`src/rtl/axis_bus_cmd_arbiter_pkg.sv`:
```
// Purpose: shared constants and types for the AXIS bus-command arbiter slice.
// Latency: n/a (types, constants and a pure helper function only).
// Backpressure: n/a.
// Contents: packet type bytes (A1..A4), requester-ID width, FSM state encodings,
//           round-robin pick helper.

package axis_bus_cmd_arbiter_pkg;

    // Leading type byte of each packet kind carried over the bridge.
    localparam logic [7:0] PKT_A1_RD_REQ = 8'hA1;
    localparam logic [7:0] PKT_A2_WR_REQ = 8'hA2;
    localparam logic [7:0] PKT_A3_RD_RSP = 8'hA3;
    localparam logic [7:0] PKT_A4_WR_RSP = 8'hA4;

    // Two requesters: 0 = host link, 1 = internal engine.
    localparam int REQ_ID_W = 1;
    typedef logic [REQ_ID_W-1:0] req_id_t;

    typedef enum logic {
        REQ_IDLE  = 1'b0,
        REQ_GRANT = 1'b1
    } req_state_t;

    typedef enum logic [1:0] {
        RSP_IDLE  = 2'd0,
        RSP_ROUTE = 2'd1,
        RSP_DROP  = 2'd2
    } rsp_state_t;

    // Both requesting: the one that did not win last time goes next.
    function automatic req_id_t rr_pick(input logic v0, input logic v1, input req_id_t last);
        req_id_t pick;
        if (v0 && v1) begin
            pick = ~last;
        end else if (v1) begin
            pick = 1'b1;
        end else begin
            pick = 1'b0;
        end
        return pick;
    endfunction

endpackage

```
`src/rtl/axis_arb_tag_fifo.sv`:
```
// Purpose: small synchronous FIFO holding the requester ID of each forwarded request packet.
// Latency: push visible at o_head the cycle after push (when it lands in an empty FIFO).
// Backpressure: o_full/o_empty reported; push while full and pop while empty are ignored.
// Ports: i_clk, i_reset (sync, active-high), i_push/i_push_dat, i_pop, o_head, o_full, o_empty.

module axis_arb_tag_fifo #(
    parameter int DEPTH = 4,
    parameter int W     = 1
) (
    input  logic         i_clk,
    input  logic         i_reset,
    input  logic         i_push,
    input  logic [W-1:0] i_push_dat,
    input  logic         i_pop,
    output logic [W-1:0] o_head,
    output logic         o_full,
    output logic         o_empty
);

    localparam int PTR_W = $clog2(DEPTH);

    // One extra pointer bit separates full from empty when the indices match.
    logic [PTR_W:0] wr_ptr_q, wr_ptr_d;
    logic [PTR_W:0] rd_ptr_q, rd_ptr_d;
    logic [W-1:0]   mem_q [DEPTH];
    logic           push_ok;
    logic           pop_ok;

    assign o_empty = (wr_ptr_q == rd_ptr_q);
    assign o_full  = (wr_ptr_q[PTR_W] != rd_ptr_q[PTR_W]) &&
                     (wr_ptr_q[PTR_W-1:0] == rd_ptr_q[PTR_W-1:0]);
    assign o_head  = mem_q[rd_ptr_q[PTR_W-1:0]];

    assign push_ok = i_push && !o_full;
    assign pop_ok  = i_pop && !o_empty;

    always_comb begin
        wr_ptr_d = wr_ptr_q;
        rd_ptr_d = rd_ptr_q;
        if (push_ok) begin
            wr_ptr_d = wr_ptr_q + 1'b1;
        end
        if (pop_ok) begin
            rd_ptr_d = rd_ptr_q + 1'b1;
        end
    end

    always_ff @(posedge i_clk) begin
        if (i_reset) begin
            wr_ptr_q <= '0;
            rd_ptr_q <= '0;
            for (int i = 0; i < DEPTH; i++) begin
                mem_q[i] <= '0;
            end
        end else begin
            wr_ptr_q <= wr_ptr_d;
            rd_ptr_q <= rd_ptr_d;
            if (push_ok) begin
                mem_q[wr_ptr_q[PTR_W-1:0]] <= i_push_dat;
            end
        end
    end

endmodule

```
`src/rtl/axis_bus_cmd_arbiter.sv`:
```
// Purpose: shares one AXIS->Wishbone bridge between two packet requesters and routes the
//          in-order response packets back to whichever requester issued each request.
// Latency: 1 cycle grant-to-first-beat, then combinational pass-through; 1 idle cycle per packet
//          on both the request and the response side.
// Backpressure: m_axis_tready passes straight to the granted requester; mK_rsp_tready passes
//          straight to r_axis_tready; no new grant while the outstanding-ID FIFO is full.
// Ports: i_clk, i_reset (sync, active-high); s0/s1_axis_* request inputs; m_axis_* to bridge;
//        r_axis_* from bridge; m0/m1_rsp_* responses out; o_orphan pulse; o_busy.
// Optional: define CMD_ARB_STATS_EN for o_pkt_cnt0/o_pkt_cnt1 (16b) and o_orphan_cnt (8b),
//           all saturating and cleared by i_reset.

module axis_bus_cmd_arbiter
    import axis_bus_cmd_arbiter_pkg::*;
#(
    parameter int DATA_W    = 8,
    parameter int TAG_DEPTH = 4
) (
    input  logic              i_clk,
    input  logic              i_reset,
    input  logic [DATA_W-1:0] s0_axis_tdata,
    input  logic              s0_axis_tvalid,
    input  logic              s0_axis_tlast,
    output logic              s0_axis_tready,
    input  logic [DATA_W-1:0] s1_axis_tdata,
    input  logic              s1_axis_tvalid,
    input  logic              s1_axis_tlast,
    output logic              s1_axis_tready,
    output logic [DATA_W-1:0] m_axis_tdata,
    output logic              m_axis_tvalid,
    output logic              m_axis_tlast,
    input  logic              m_axis_tready,
    input  logic [DATA_W-1:0] r_axis_tdata,
    input  logic              r_axis_tvalid,
    input  logic              r_axis_tlast,
    output logic              r_axis_tready,
    output logic [DATA_W-1:0] m0_rsp_tdata,
    output logic              m0_rsp_tvalid,
    output logic              m0_rsp_tlast,
    input  logic              m0_rsp_tready,
    output logic [DATA_W-1:0] m1_rsp_tdata,
    output logic              m1_rsp_tvalid,
    output logic              m1_rsp_tlast,
    input  logic              m1_rsp_tready,
    output logic              o_orphan,
    output logic              o_busy
`ifdef CMD_ARB_STATS_EN
    ,
    output logic [15:0]       o_pkt_cnt0,
    output logic [15:0]       o_pkt_cnt1,
    output logic [7:0]        o_orphan_cnt
`endif
);

    req_state_t req_state_q, req_state_d;
    req_id_t    grant_q, grant_d;
    req_id_t    rr_last_q, rr_last_d;
    rsp_state_t rsp_state_q, rsp_state_d;
    req_id_t    route_q, route_d;
    logic       orphan_q, orphan_d;
    logic       busy_q;
    logic       req_done;

    logic       tag_push;
    logic       tag_pop;
    req_id_t    tag_head;
    logic       tag_full;
    logic       tag_empty;

    axis_arb_tag_fifo #(
        .DEPTH (TAG_DEPTH),
        .W     (REQ_ID_W)
    ) u_tag_fifo (
        .i_clk      (i_clk),
        .i_reset    (i_reset),
        .i_push     (tag_push),
        .i_push_dat (grant_d),
        .i_pop      (tag_pop),
        .o_head     (tag_head),
        .o_full     (tag_full),
        .o_empty    (tag_empty)
    );

    // Request side: one whole packet per grant, no preemption once granted.
    always_comb begin
        req_state_d    = req_state_q;
        grant_d        = grant_q;
        rr_last_d      = rr_last_q;
        tag_push       = 1'b0;
        req_done       = 1'b0;
        m_axis_tdata   = '0;
        m_axis_tvalid  = 1'b0;
        m_axis_tlast   = 1'b0;
        s0_axis_tready = 1'b0;
        s1_axis_tready = 1'b0;
        case (req_state_q)
            REQ_IDLE: begin
                // The ID is queued at grant time so a fast bridge response always finds it.
                if (!tag_full && (s0_axis_tvalid || s1_axis_tvalid)) begin
                    grant_d     = rr_pick(s0_axis_tvalid, s1_axis_tvalid, rr_last_q);
                    rr_last_d   = grant_d;
                    tag_push    = 1'b1;
                    req_state_d = REQ_GRANT;
                end
            end
            REQ_GRANT: begin
                if (grant_q == 1'b0) begin
                    m_axis_tdata   = s0_axis_tdata;
                    m_axis_tvalid  = s0_axis_tvalid;
                    m_axis_tlast   = s0_axis_tlast;
                    s0_axis_tready = m_axis_tready;
                end else begin
                    m_axis_tdata   = s1_axis_tdata;
                    m_axis_tvalid  = s1_axis_tvalid;
                    m_axis_tlast   = s1_axis_tlast;
                    s1_axis_tready = m_axis_tready;
                end
                if (m_axis_tvalid && m_axis_tready && m_axis_tlast) begin
                    req_done    = 1'b1;
                    req_state_d = REQ_IDLE;
                end
            end
            default: req_state_d = REQ_IDLE;
        endcase
    end

    // Response side: responses come back in request order, so the FIFO head names the owner.
    always_comb begin
        rsp_state_d   = rsp_state_q;
        route_d       = route_q;
        orphan_d      = 1'b0;
        tag_pop       = 1'b0;
        r_axis_tready = 1'b0;
        m0_rsp_tdata  = '0;
        m0_rsp_tvalid = 1'b0;
        m0_rsp_tlast  = 1'b0;
        m1_rsp_tdata  = '0;
        m1_rsp_tvalid = 1'b0;
        m1_rsp_tlast  = 1'b0;
        case (rsp_state_q)
            RSP_IDLE: begin
                if (r_axis_tvalid) begin
                    if (!tag_empty) begin
                        route_d     = tag_head;
                        rsp_state_d = RSP_ROUTE;
                    end else begin
                        orphan_d    = 1'b1;
                        rsp_state_d = RSP_DROP;
                    end
                end
            end
            RSP_ROUTE: begin
                if (route_q == 1'b0) begin
                    m0_rsp_tdata  = r_axis_tdata;
                    m0_rsp_tvalid = r_axis_tvalid;
                    m0_rsp_tlast  = r_axis_tlast;
                    r_axis_tready = m0_rsp_tready;
                end else begin
                    m1_rsp_tdata  = r_axis_tdata;
                    m1_rsp_tvalid = r_axis_tvalid;
                    m1_rsp_tlast  = r_axis_tlast;
                    r_axis_tready = m1_rsp_tready;
                end
                if (r_axis_tvalid && r_axis_tready && r_axis_tlast) begin
                    tag_pop     = 1'b1;
                    rsp_state_d = RSP_IDLE;
                end
            end
            RSP_DROP: begin
                // Nobody owns this packet: sink it so the bridge does not wedge.
                r_axis_tready = 1'b1;
                if (r_axis_tvalid && r_axis_tlast) begin
                    rsp_state_d = RSP_IDLE;
                end
            end
            default: rsp_state_d = RSP_IDLE;
        endcase
    end

    always_ff @(posedge i_clk) begin
        if (i_reset) begin
            req_state_q <= REQ_IDLE;
            grant_q     <= 1'b0;
            rr_last_q   <= 1'b1;
            rsp_state_q <= RSP_IDLE;
            route_q     <= 1'b0;
            orphan_q    <= 1'b0;
            busy_q      <= 1'b0;
        end else begin
            req_state_q <= req_state_d;
            grant_q     <= grant_d;
            rr_last_q   <= rr_last_d;
            rsp_state_q <= rsp_state_d;
            route_q     <= route_d;
            orphan_q    <= orphan_d;
            busy_q      <= (req_state_q != REQ_IDLE) || !tag_empty;
        end
    end

    assign o_orphan = orphan_q;
    assign o_busy   = busy_q;

`ifdef CMD_ARB_STATS_EN
    logic [15:0] pkt_cnt0_q;
    logic [15:0] pkt_cnt1_q;
    logic [7:0]  orphan_cnt_q;

    always_ff @(posedge i_clk) begin
        if (i_reset) begin
            pkt_cnt0_q   <= '0;
            pkt_cnt1_q   <= '0;
            orphan_cnt_q <= '0;
        end else begin
            if (req_done && (grant_q == 1'b0) && (pkt_cnt0_q != 16'hFFFF)) begin
                pkt_cnt0_q <= pkt_cnt0_q + 16'd1;
            end
            if (req_done && (grant_q == 1'b1) && (pkt_cnt1_q != 16'hFFFF)) begin
                pkt_cnt1_q <= pkt_cnt1_q + 16'd1;
            end
            if (orphan_d && (orphan_cnt_q != 8'hFF)) begin
                orphan_cnt_q <= orphan_cnt_q + 8'd1;
            end
        end
    end

    assign o_pkt_cnt0   = pkt_cnt0_q;
    assign o_pkt_cnt1   = pkt_cnt1_q;
    assign o_orphan_cnt = orphan_cnt_q;
`endif

endmodule

```
`config.mk`:
```
export PLATFORM = sky130hd
export DESIGN_NAME = axis_bus_cmd_arbiter
export DESIGN_NICKNAME = d
export VERILOG_FILES = /design/src/rtl/axis_bus_cmd_arbiter_pkg.sv /design/src/rtl/axis_arb_tag_fifo.sv /design/src/rtl/axis_bus_cmd_arbiter.sv
export SDC_FILE = /design/constraint.sdc
export NUM_CORES = 1
export LEC_CHECK = 0
export BUFFER_PORTS_ARGS = -buffer_cell sky130_fd_sc_hd__buf_2
export CORE_MARGIN = 3
export CORE_UTILIZATION = 40
export DETAILED_ROUTE_END_ITERATION = 10
export GPL_ROUTABILITY_DRIVEN = 1
export PLACE_DENSITY = 0.74
export SLEW_MARGIN = 20
export SYNTH_ARGS = -nofsm -noshare
export SYNTH_HDL_FRONTEND = slang
export SYNTH_SLANG_ARGS = --single-unit
```
`constraint.sdc`:
```
create_clock -name i_clk -period 2.1 [get_ports i_clk]
set_clock_uncertainty 0.05 [all_clocks]
set_input_delay 0.315 -clock i_clk [delete_from_list [all_inputs] [get_ports i_clk]]
set_output_delay 0.315 -clock i_clk [all_outputs]
set_load 0.01 [all_outputs]
```
==> impl_summary.md, run 1 <==
Status
The run finished with clean final reports.

Yosys
The distinct cell type count of the synthesized netlist is 40. The top cell type by total area after synthesis is dfxtp_1. The mean post-synth cell area is 8.46 um^2. The async set-or-reset flop fraction in the synthesized netlist is 0%. By count the netlist is led by dfxtp_1, nor2b_1, nor2_1. The most frequently used flop master after synthesis is dfxtp_1.

The post-synthesis net count is 201. The Yosys step of the flow raised 0 warnings. Yosys attributes the largest share of cell area to dfxtp_1, mux2i_1, edfxtp_1. The area of the mapped netlist is 1360 um^2. Counting flops and latches in the post-synthesis netlist gives 18.

The post-synthesis cell count is 161. The top cell type by area accounts for about a fifth of the synthesized area. The synthesized design contains 4 enable-type register cells. Summing the sequential cell areas from Yosys gives 29.4% of the chip area.

Clock network
Buffers inserted during clock tree synthesis total 3. The number of buffers inserted by hold repair at cts is 0. Clock-pin slew was measured on the worst setup and hold paths at 0.10 ns. The TritonCTS clock tree is built. The longest clock path from root to sink contains 2 buffers. In this run the number of H-tree levels came out at 1.

The number of instances resized during post-cts repair is 0. The buffer type at the clock tree root is clkbuf_4. The buffers inserted during post-CTS setup optimization is 0. For this design, the sink count on the clock tree is 18. For the worst-skew pair, the clock arrives at the later sink with an insertion delay of about 0.28 ns.

Global route
The via count of the first global-routing pass came to roughly 1.2k. Entering global routing, the biggest net connects 22 pins. The initial antenna violation count is 0. The sum of overflow across all layers after global routing is 0.

The all-layer global routing usage is 14.7%. The wire length of the first global-routing pass is 5080 um.

Final layout
The fraction of layout cells with a size suffix above 1 is 38.3%. The post-layout instance count excluding filler cells is roughly 270. The number of antenna repair diodes is 0. Relative to the synthesized area, the layout overhead comes to 30.0%. The net count of the finished layout is ~270. After routing the design area is approximately 1800 um^2.

Fill cells in the final layout number between 300 and 400.

Setup path
STA classifies the critical path endpoint as an output pin. At the worst endpoint, the required time is 1.74 ns. The worst reg2reg path startpoint is u_tag_fifo.wr_ptr_q[0]$_SDFFE_PP0P_.

The critical path start-end classification is reg2out. In this run the worst path has a maximum fanout of 9. STA classifies the critical path startpoint as a flop. The register-to-register path setup slack is 0.44 ns. The number of cells traversed by the worst register-to-register path is 4. The worst reg2reg path endpoint is u_tag_fifo.rd_ptr_q[0]$_SDFFE_PP0P_.

Data arrives at the worst endpoint at 1.45 ns.

Die
The number of primary I/O pins is 70. Once the floorplan was initialized, standard cells occupied 43.2% of the core. The area of the placeable core is 3150 um^2.

The vertical die dimension is ~64 um. The area of the die is 4140 um^2. The total number of placement rows is 20. The floorplan die width is between 60 and 70 um.

Placed design
The placed instances occupy a cell area of 1740 um^2. After detailed placement, the design holds a cell count of roughly 270. Before CTS, the worst setup slack after placement is 0.447 ns. The HPWL after detailed placement is 2500 um. During placement, the flow inserted port buffers numbering 69. At the end of routability-driven placement, the weighted congestion stood at just over 0.8.

Power and ir drop
The net switching power of the design is 326 uW. Of the total power, the share spent switching nets is between 30% and 40%. The share of total power dissipated in the clock network is 18.5%.

The internal power consumption is 635 uW. The reported leakage power is 0.000884 uW. The cell area power density is about 540 nW/um^2.

Combinational logic is responsible for 37.7% of the overall power. The sequential cell fraction of total power is 43.8%. VDD sags by at most between 300 and 400 uV.

Timing
The final count of hold timing violations was 0. The highest attainable clock frequency is 551 MHz. The count of final max-slew check failures is 0. The setup-violating endpoint count in the final report is 0. The final hold slack is ~0.28 ns. In this run the tightest slew margin relative to its limit is between 60% and 70%.

The worst path meets setup with 0.285 ns of slack. Setup total negative slack on the finished layout was measured at 0 ns. For the pin with the worst max-slew slack, the measured transition is roughly 0.53 ns. The routed design could run at a clock period as short as 1.81 ns.

Setup repair after global routing left no endpoint under its margin. Of the available clock period, the critical path in the final layout requires 86.4%.

Worst hold path
The worst hold path belongs to the class in2reg. The hold path startpoint is m_axis_tready. The worst hold path was traced through 3 stages. The endpoint of the worst hold-timing path is req_state_q$_SDFF_PP0_.

Route
The total length of routed wires is 3150 um. In this run the remaining antenna-violating nets after routing total 0. The final routed DRC violation total is 0. The initial detailed-routing violation count is 36.

For this run, the detailed router's first-pass iteration total came to 4. After detailed routing, the average wire length per cell comes to 11.6 um. The post-detailed-route via-to-cell ratio is 4.97.

The via total after detailed routing is 1346.

Run
Across the run, the number of max-cap violations was 0.
==> flip-flops by register name, indices dropped and copies added (netlist names), 2 cells and up <==
name	flops
u_tag_fifo.mem_q	4
u_tag_fifo.rd_ptr_q	3
u_tag_fifo.wr_ptr_q	3
rsp_state_q	2
==> worst max-delay path by stage <==
| stage | from | to | slack, ns | cells past startpoint |
|---|---|---|---|---|
| final | grant_q$_SDFF_PP0_ | m_axis_tdata[0] | 0.29 | 4 |
| after global routing | grant_q$_SDFF_PP0_ | m_axis_tdata[4] | 0.16 | 4 |
| after CTS | rsp_state_q[1]$_SDFFE_PP0P_ | m0_rsp_tdata[3] | 0.13 | 5 |
| after detailed placement | s1_axis_tvalid | u_tag_fifo.mem_q[3]$_DFFE_PP_ | 0.45 | 4 |
| after global placement | s1_axis_tvalid | u_tag_fifo.mem_q[3]$_DFFE_PP_ | 0.46 | 4 |
| after floorplan | rsp_state_q[1]$_SDFFE_PP0P_ | m0_rsp_tdata[0] | 0.49 | 5 |
==> final cells by class <==
cell class	instances	area (um^2)	area share, %
multi-input combinational	129	903	51.0
inverter	3	11.3	0.636
timing repair buffer	73	375	21.2
tap	44	55.1	3.11
sequential	18	400	22.6
clock buffer	4	26.3	1.48
==> worst max-delay path, stage by stage (launching register included) <==
cell	delay, ns
dfxtp_1	0.53
buf_4	0.25
mux2i_1	0.20
nor2b_1	0.06
buf_2	0.13
==> layer usage <==
metal / track usage (%) / wire length, um
met3: 3.51 / 251
met2: 26.2 / 1530
met1: 18.4 / 1370
met5: 0 / 0
met4: 1.58 / 0
==> metrics by stage <==
step | util, % | power (uW)
2_1_floorplan | - | 677
3_3_place_gp | 55.3 | 788
3_5_place_dp | 55.3 | 792
4_1_cts | 56.1 | 971
5_1_grt | 56.2 | 1030
6_report | 56.2 | 960
==> logic make-up (layout without fill, tap and decap cells) <==
family,Yosys count,in the layout,synth area share (%)
AO/OA/AOI/OAI,23,23,12.1
XOR/XNOR,5,5,4.32
adder cells (fa/ha/maj),5,5,4.59
buffers and inverters,14,80,4.50
flip-flops,18,18,29.4
multiplexers,15,15,12.4
AND/OR/NAND/NOR,81,81,32.7
==> power by group through the flow <==
stage	clock, uW	combinational, uW	sequential, uW
after floorplan	0	265	412
after global placement	0	360	428
after detailed placement	0	363	429
after CTS	185	365	421
after global routing	201	409	425
final	178	362	421
==> cells in the final DEF (no fill, tap or decap), types with 2 or more instances in the layout <==
master    instances
nor2b_1          13
a21oi_1           7
ha_1              5
a31o_2            3
xnor2_2           2
dfxtp_1          14
and2_1           10
and3_1           12
clkbuf_4          3
a32oi_1           2
xnor2_1           2
nor3_1            2
inv_1             3
buf_2            69
nand3_1           7
nor2_1           13
or3_1             2
mux2i_1          12
o21ai_0           4
edfxtp_1          4
nand2_1          12
nand2b_1          3
buf_4             4
Power figures use the tool's default switching activity.
==> run 2, diff against run 1 <==
--- a/config.mk
+++ b/config.mk
@@ -10,7 +10,7 @@
 export CORE_UTILIZATION = 40
 export DETAILED_ROUTE_END_ITERATION = 10
 export GPL_ROUTABILITY_DRIVEN = 1
-export PLACE_DENSITY = 0.74
+export PLACE_DENSITY = 0.8
 export SLEW_MARGIN = 20
 export SYNTH_ARGS = -nofsm -noshare
 export SYNTH_HDL_FRONTEND = slang
==> impl_summary.md, run 2 (same netlist as run 1, synthesis figures left out) <==
Final layout
The fraction of layout cells with a size suffix above 1 is 38.3% (unchanged). The number of flip-flops under the largest register name is 4 (unchanged). The number of antenna repair diodes is 0 (unchanged). The filler cell count was 315 (unchanged).

The most common cell after layout, fill and taps aside is buf_2. The register with the most flip-flops in the final layout is u_tag_fifo.mem_q. The top cell types in the final layout, fill and taps aside, are buf_2, dfxtp_1, nor2b_1, nor2_1.

The largest registers in the layout are u_tag_fifo.mem_q (4), u_tag_fifo.rd_ptr_q (3), u_tag_fifo.wr_ptr_q (3). The count of nets after finishing is 268 (unchanged). The area added between synthesis and finish was 30.0% (unchanged). The post-layout instance count excluding filler cells was 271 (unchanged).

Clock network
The number of buffers inserted by hold repair at cts is 0 (unchanged). The worst-skew pair later-pin latency came to 0.29 ns (about the same). The TritonCTS clock tree is built. The H-tree depth is 1 (unchanged). In this run the clock root is driven by a clkbuf_4. The number of sinks handled by clock tree synthesis is 18 (unchanged). The clock-pin slew of the registers on the worst-case setup and hold paths is 0.09 ns (about the same). The clock tree buffer depth is 2 (unchanged). The CTS buffer count is 3 (unchanged).

Power and ir drop
The internal power consumption is 630 uW (-0.72%). The switching part of the total is 34.2% (+0.22 points). The portion of total power attributed to combinational logic is 38.3% (+0.6 points). The sequential cell fraction of total power came to 43.9% (about the same). The peak supply drop is 331 uV (-5.3%). The cell area power density is 540 nW/um^2 (-0.38%).

The reported leakage power is 0.000884 uW (about the same). The fraction of power consumed by the clock network came to 17.8% (-0.7 points). The net switching power of the design came to 327 uW (+0.28%).

Global route
The via count of the first global-routing pass is 1193 (+1.3%). The met3 layer usage reported by global route was 3.34% (-0.18 points). The pin count of the biggest net entering global routing is 22 (unchanged).

The sum of overflow across all layers after global routing came to 0 (unchanged). The met1 demand-to-capacity share in global routing is 18.2% (-0.16 points). The global routing usage on met2 is 26.0% (-0.13 points). The all-layer global routing usage was 15.0% (+0.31 points). The initial antenna violation count is 0 (unchanged). The wire length of the first global-routing pass came to 5140 um (+1.2%). After global routing, the most crowded layer is met2.

Die
The area of the placeable core is 3150 um^2 (unchanged). The initial standard-cell utilization of the core came to 43.2% (unchanged). The number of primary I/O pins is 70 (unchanged).

The floorplan die width is 64.4 um (unchanged). The area of the die was 4140 um^2 (unchanged). The total number of placement rows is 20 (unchanged). The vertical die dimension is 64.4 um (unchanged).

Timing
The share of the clock period used by the worst path came to 87.8% (+1.4 points). The worst slew slack as a fraction of its limit is 63.1% (-1.6 points). The final count of hold timing violations is 0 (unchanged).

The final critical-path required period is 1.84 ns (+0.0298 ns). The sum of negative setup slack was 0 ns (unchanged). The highest attainable clock frequency is 542 MHz (-1.6%). Setup repair after global routing left no endpoint under its margin. The setup-violating endpoint count in the final report is 0 (unchanged). The count of final max-slew check failures was 0 (unchanged).

The slew at the pin closest to its max-slew limit is 0.553 ns (+0.0237 ns).

Route
The total length of routed wires is 3160 um (+0.41%). The via total after detailed routing was 1373 (+2.0%). The final routed DRC violation total is 0 (unchanged).

The wire length per cell after detailed routing was 11.7 um (+0.41%). The first-pass iteration count of the detailed router is 4 (unchanged). The residual antenna-violating net count after detailed routing came to 0 (unchanged). The initial detailed-routing violation count was 53 (+47%). The post-detailed-route via-to-cell ratio is 5.07 (+2.0%).

Setup path
The arrival time at the worst endpoint is 1.48 ns (+0.03 ns). The count of buffering cells on the critical path with inverters included came to 2 (unchanged). The critical path in this run is classified as reg2out.

STA classifies the critical path startpoint as a flop. The endpoint kind of the worst setup timing path is an output pin. The required time reported for the critical path endpoint is 1.74 ns (about the same). The signal on the critical path passes through buf_4, mux2i_1, nor2b_1, buf_2. The slowest stage of the critical path belongs to the cell dfxtp_1. The cell family contributing the most delay on the critical path is flip-flops. The register-to-register path setup slack is 0.39 ns (-0.05 ns). The maximum fanout count along the critical path was 9 (unchanged). The peak per-stage delay on the critical path is 0.50 ns (-0.03 ns).

Placed design
The count of input and output buffers is 69 (unchanged). The count of placed standard cells including taps is 267 (unchanged). The detailed-placement wirelength estimate is 2480 um (-0.97%). The final weighted congestion in routability-driven placement is 0.839 (+3.6%).

Run
The number of max-cap violations is 0 (unchanged).

Status
The run finished with clean final reports.

Worst hold path
The worst hold path belongs to the class in2reg.
[run 2: timing repair]
item	in CTS	in global routing
gates resized for setup	0	1
setup endpoints to repair	0	10
buffers inserted	0	0
[run 2: power groups by stage]
stage | Sequential (uW) | Combinational (uW) | Clock [uW]
after floorplan | 412 | 265 | 0
after global placement | 428 | 358 | 0
after detailed placement | 428 | 365 | 0
after CTS | 420 | 366 | 181
after global routing | 426 | 412 | 196
final | 420 | 366 | 170
[run 2: worst min-delay path, cell delays in order]
cell     delay (ns)
buf_2          0.09
a21bo_2        0.11
a21oi_1        0.05
[run 2: path summary, 6_finish.rpt]
path,from,to,cells after the start
worst max-delay path,grant_q$_SDFF_PP0_,m_axis_tdata[0],4
worst min-delay path,m_axis_tready,req_state_q$_SDFF_PP0_,3
worst max register to register,u_tag_fifo.wr_ptr_q[0]$_SDFFE_PP0P_,u_tag_fifo.rd_ptr_q[0]$_SDFFE_PP0P_,4
worst min register to register,rr_last_q$_SDFFE_PP1N_,rr_last_q$_SDFFE_PP1N_,2
[run 2: final cells by class]
type,count,area (um^2),share of cell area (%)
sequential,18,400,22.6
clock inverter,1,3.75,0.212
multi-input combinational,129,903,51.0
clock buffer,3,22.5,1.27
tap,44,55.1,3.11
timing repair buffer,73,375,21.2
inverter,3,11.3,0.636
[run 2: per-layer routing]
layer / vias to the layer above / part of all wire, %
li1: 697 / -
met3: 2 / 9.6
met4: 0 / 0.41
met1: 615 / 41
met2: 59 / 49
met5: - / 0
[run 2: stage by stage]
stage	area (um^2)	utilization [%]	hold slack [ns]	power, uW	setup WS (ns)
after floorplan	1360	-	0.387	677	0.495
after global placement	1740	55.3	0.405	785	0.471
after detailed placement	1740	55.3	0.421	793	0.411
after CTS	1770	56.1	0.267	967	0.118
after global routing	1770	56.2	0.272	1030	0.136
final	1770	56.2	0.281	957	0.256
==> run 3, diff against run 2 <==
--- a/config.mk
+++ b/config.mk
@@ -8,6 +8,7 @@
 export BUFFER_PORTS_ARGS = -buffer_cell sky130_fd_sc_hd__buf_2
 export CORE_MARGIN = 3
 export CORE_UTILIZATION = 40
+export CTS_CLUSTER_SIZE = 25
 export DETAILED_ROUTE_END_ITERATION = 10
 export GPL_ROUTABILITY_DRIVEN = 1
 export PLACE_DENSITY = 0.8
==> constraint.sdc (replaced) <==
create_clock -name i_clk -period 2.1 [get_ports i_clk]
set_clock_uncertainty 0.05 [all_clocks]
set_input_delay 0.315 -clock i_clk [delete_from_list [all_inputs] [get_ports i_clk]]
set_output_delay 0.315 -clock i_clk [all_outputs]
set_load 0.05 [all_outputs]
==> impl_summary.md, run 3 (same netlist as run 1, synthesis figures left out) <==
Status
The run finished with clean final reports.

Global route
The sum of overflow across all layers after global routing is 0 (unchanged). The all-layer global routing usage is 14.8% (-0.15 points). The pin count of the biggest net entering global routing is 22 (unchanged). The via count of the first global-routing pass came to 1226 (+2.8%). The initial antenna violation count was 0 (unchanged). The wire length of the first global-routing pass is 5100 um (-0.80%).

Final layout
The library cell used most frequently in the layout, excluding fill and tap cells, is buf_2. Counting flops per register, the top entry is u_tag_fifo.mem_q. The area added between synthesis and finish is 30.4%. The top cell types in the final layout, fill and taps aside, are buf_2, dfxtp_1, nor2b_1, nor2_1. The largest registers in the layout are u_tag_fifo.mem_q (4), u_tag_fifo.rd_ptr_q (3), u_tag_fifo.wr_ptr_q (3).

The number of flip-flops under the largest register name is 4 (unchanged). The number of antenna repair diodes is 0 (unchanged). The count of nets after finishing is 268 (unchanged). The fraction of layout cells with a size suffix above 1 is 38.3% (unchanged).

Route
The final routed DRC violation total is 0 (unchanged). The wire length per cell after detailed routing is 11.6 um (-0.19%). The post-detailed-route via-to-cell ratio is 5.15 (+1.7%). The residual antenna-violating net count after detailed routing is 0 (unchanged). The initial detailed-routing violation count was 63 (+19%).

The first-pass iteration count of the detailed router is 5 (+1). The via total after detailed routing is 1396 (+1.7%). The total length of routed wires is 3160 um (-0.19%).

Power and ir drop
The reported leakage power is 0.000885 uW (about the same). The cell area power density is 611 nW/um^2 (+13%). The peak supply drop is 384 uV (+16%).

The overall power was 1090 uW (+13%).

Timing
The sum of negative setup slack was 0 ns (unchanged). The share of the clock period used by the worst path is 89.4% (+1.6 points). The final count of hold timing violations came to 0 (unchanged). The count of final max-slew check failures is 0 (unchanged). The final hold slack is 0.276 ns (-0.00539 ns). The final critical-path required period is 1.88 ns (+0.0336 ns).

The setup-violating endpoint count in the final report was 0 (unchanged). The worst slew slack as a fraction of its limit came to 60.0% (-3.0 points). Setup repair after global routing left no endpoint under its margin.

The slew at the pin closest to its max-slew limit was 0.598 ns (+0.0454 ns). The highest attainable clock frequency is 532 MHz (-1.8%).

Setup path
For this design, the slowest cell found on the critical path is dfxtp_1. The nature of the critical path startpoint is a flop. The category of cells accounting for the largest share of critical-path delay is buffers and inverters. The critical path is of the reg2out type. Traced cell by cell, the critical path runs through inv_1, ha_1, buf_4, a21oi_1, nor2b_1, buf_2.

The count of buffering cells on the critical path with inverters included is 3 (+1). The arrival time at the worst endpoint is 1.51 ns (+0.03 ns). The peak per-stage delay on the critical path is 0.34 ns (-0.16 ns). The required time reported for the critical path endpoint came to 1.74 ns (about the same).

The endpoint kind of the worst setup timing path is an output pin. The maximum fanout count along the critical path is 16 (+7).

Clock network
The clock tree buffer depth is 2 (unchanged). The H-tree depth is 1 (unchanged). The clock-pin slew of the registers on the worst-case setup and hold paths is 0.10 ns (about the same). The TritonCTS clock tree is built.

The CTS buffer count was 3 (unchanged). The number of sinks handled by clock tree synthesis was 18 (unchanged). The worst-skew pair later-pin latency is 0.29 ns (about the same). The buffers inserted during post-CTS setup optimization is 0 (unchanged).

The root buffer cell chosen for the clock tree is clkbuf_4.

Placed design
The count of input and output buffers was 69 (unchanged). The final weighted congestion in routability-driven placement is 0.850 (+1.3%). The detailed-placement wirelength estimate is 2510 um (+1.4%).

Die
The initial standard-cell utilization of the core is 43.2% (unchanged). The vertical die dimension is 64.4 um (unchanged). The area of the die is 4140 um^2 (unchanged). The area of the placeable core came to 3150 um^2 (unchanged).

The floorplan die width is 64.4 um (unchanged). The number of primary I/O pins came to 70 (unchanged). The total number of placement rows is 20 (unchanged).

Run
The number of max-cap violations is 0 (unchanged).

Worst hold path
The class of the tightest hold or removal check is in2reg.
==> run 3: changes by cell type in the layout (fill, tap and decap cells not counted) <==
cell	delta
nor2b_4	+1
nor2b_2	-1
==> run 3: worst register-to-register path, cell delays in order, from the launching register on <==
cell and delay [ns]:
dfxtp_1 0.56, xnor2_2 0.19, and3_4 0.24, nor3_2 0.23, mux2_1 0.34
==> run 3: repair_timing <==
item	in CTS	in global routing
resized for setup	0	2
endpoints found under the setup margin	0	10
hold buffers	0	0
==> run 3: area by class of cell <==
class,count,area (um^2)
tap,44,55.1
timing repair buffer,73,375
clock inverter,1,3.75
inverter,3,11.3
fill,316,1380
sequential,18,400
clock buffer,3,22.5
multi-input combinational,129,908
==> run 3: where the power goes <==
group / total [uW] / internal (uW) / leakage (uW) / switching, uW
logic: 490 / 176 / 0.000713 / 314
clock network: 175 / 69.1 / 0.0000154 / 106
registers: 420 / 388 / 0.000157 / 32.3
==> run 3: final timing paths <==
check | startpoint | end | slack, ns | cells past startpoint
worst max-delay path | rsp_state_q[1]$_SDFFE_PP0P_ | r_axis_tready | 0.22 | 6
worst max register to register | u_tag_fifo.wr_ptr_q[0]$_SDFFE_PP0P_ | u_tag_fifo.rd_ptr_q[0]$_SDFFE_PP0P_ | 0.39 | 4
worst min-delay path | m_axis_tready | req_state_q$_SDFF_PP0_ | 0.28 | 3
worst min register to register | rr_last_q$_SDFFE_PP1N_ | rr_last_q$_SDFFE_PP1N_ | 0.45 | 2
==> run 3: stage by stage <==
stage	util, %	cells	area, um^2	worst slack (ns)
2_1_floorplan	-	161	1360	0.148
3_3_place_gp	55.3	267	1740	0.412
3_5_place_dp	55.3	267	1740	0.346
4_1_cts	56.1	271	1770	0.0106
5_1_grt	56.3	271	1780	0.0602
6_report	56.3	271	1780	0.222
==> run 3: metal layers <==
metal / global-route usage (%) / routed length (um) / vias up
met3: 4.57 / 341 / 0
met5: 0 / 0 / -
met4: 1.58 / 0 / 0
met1: 16.3 / 1190 / 629
met2: 28.5 / 1620 / 69
li1: - / - / 698
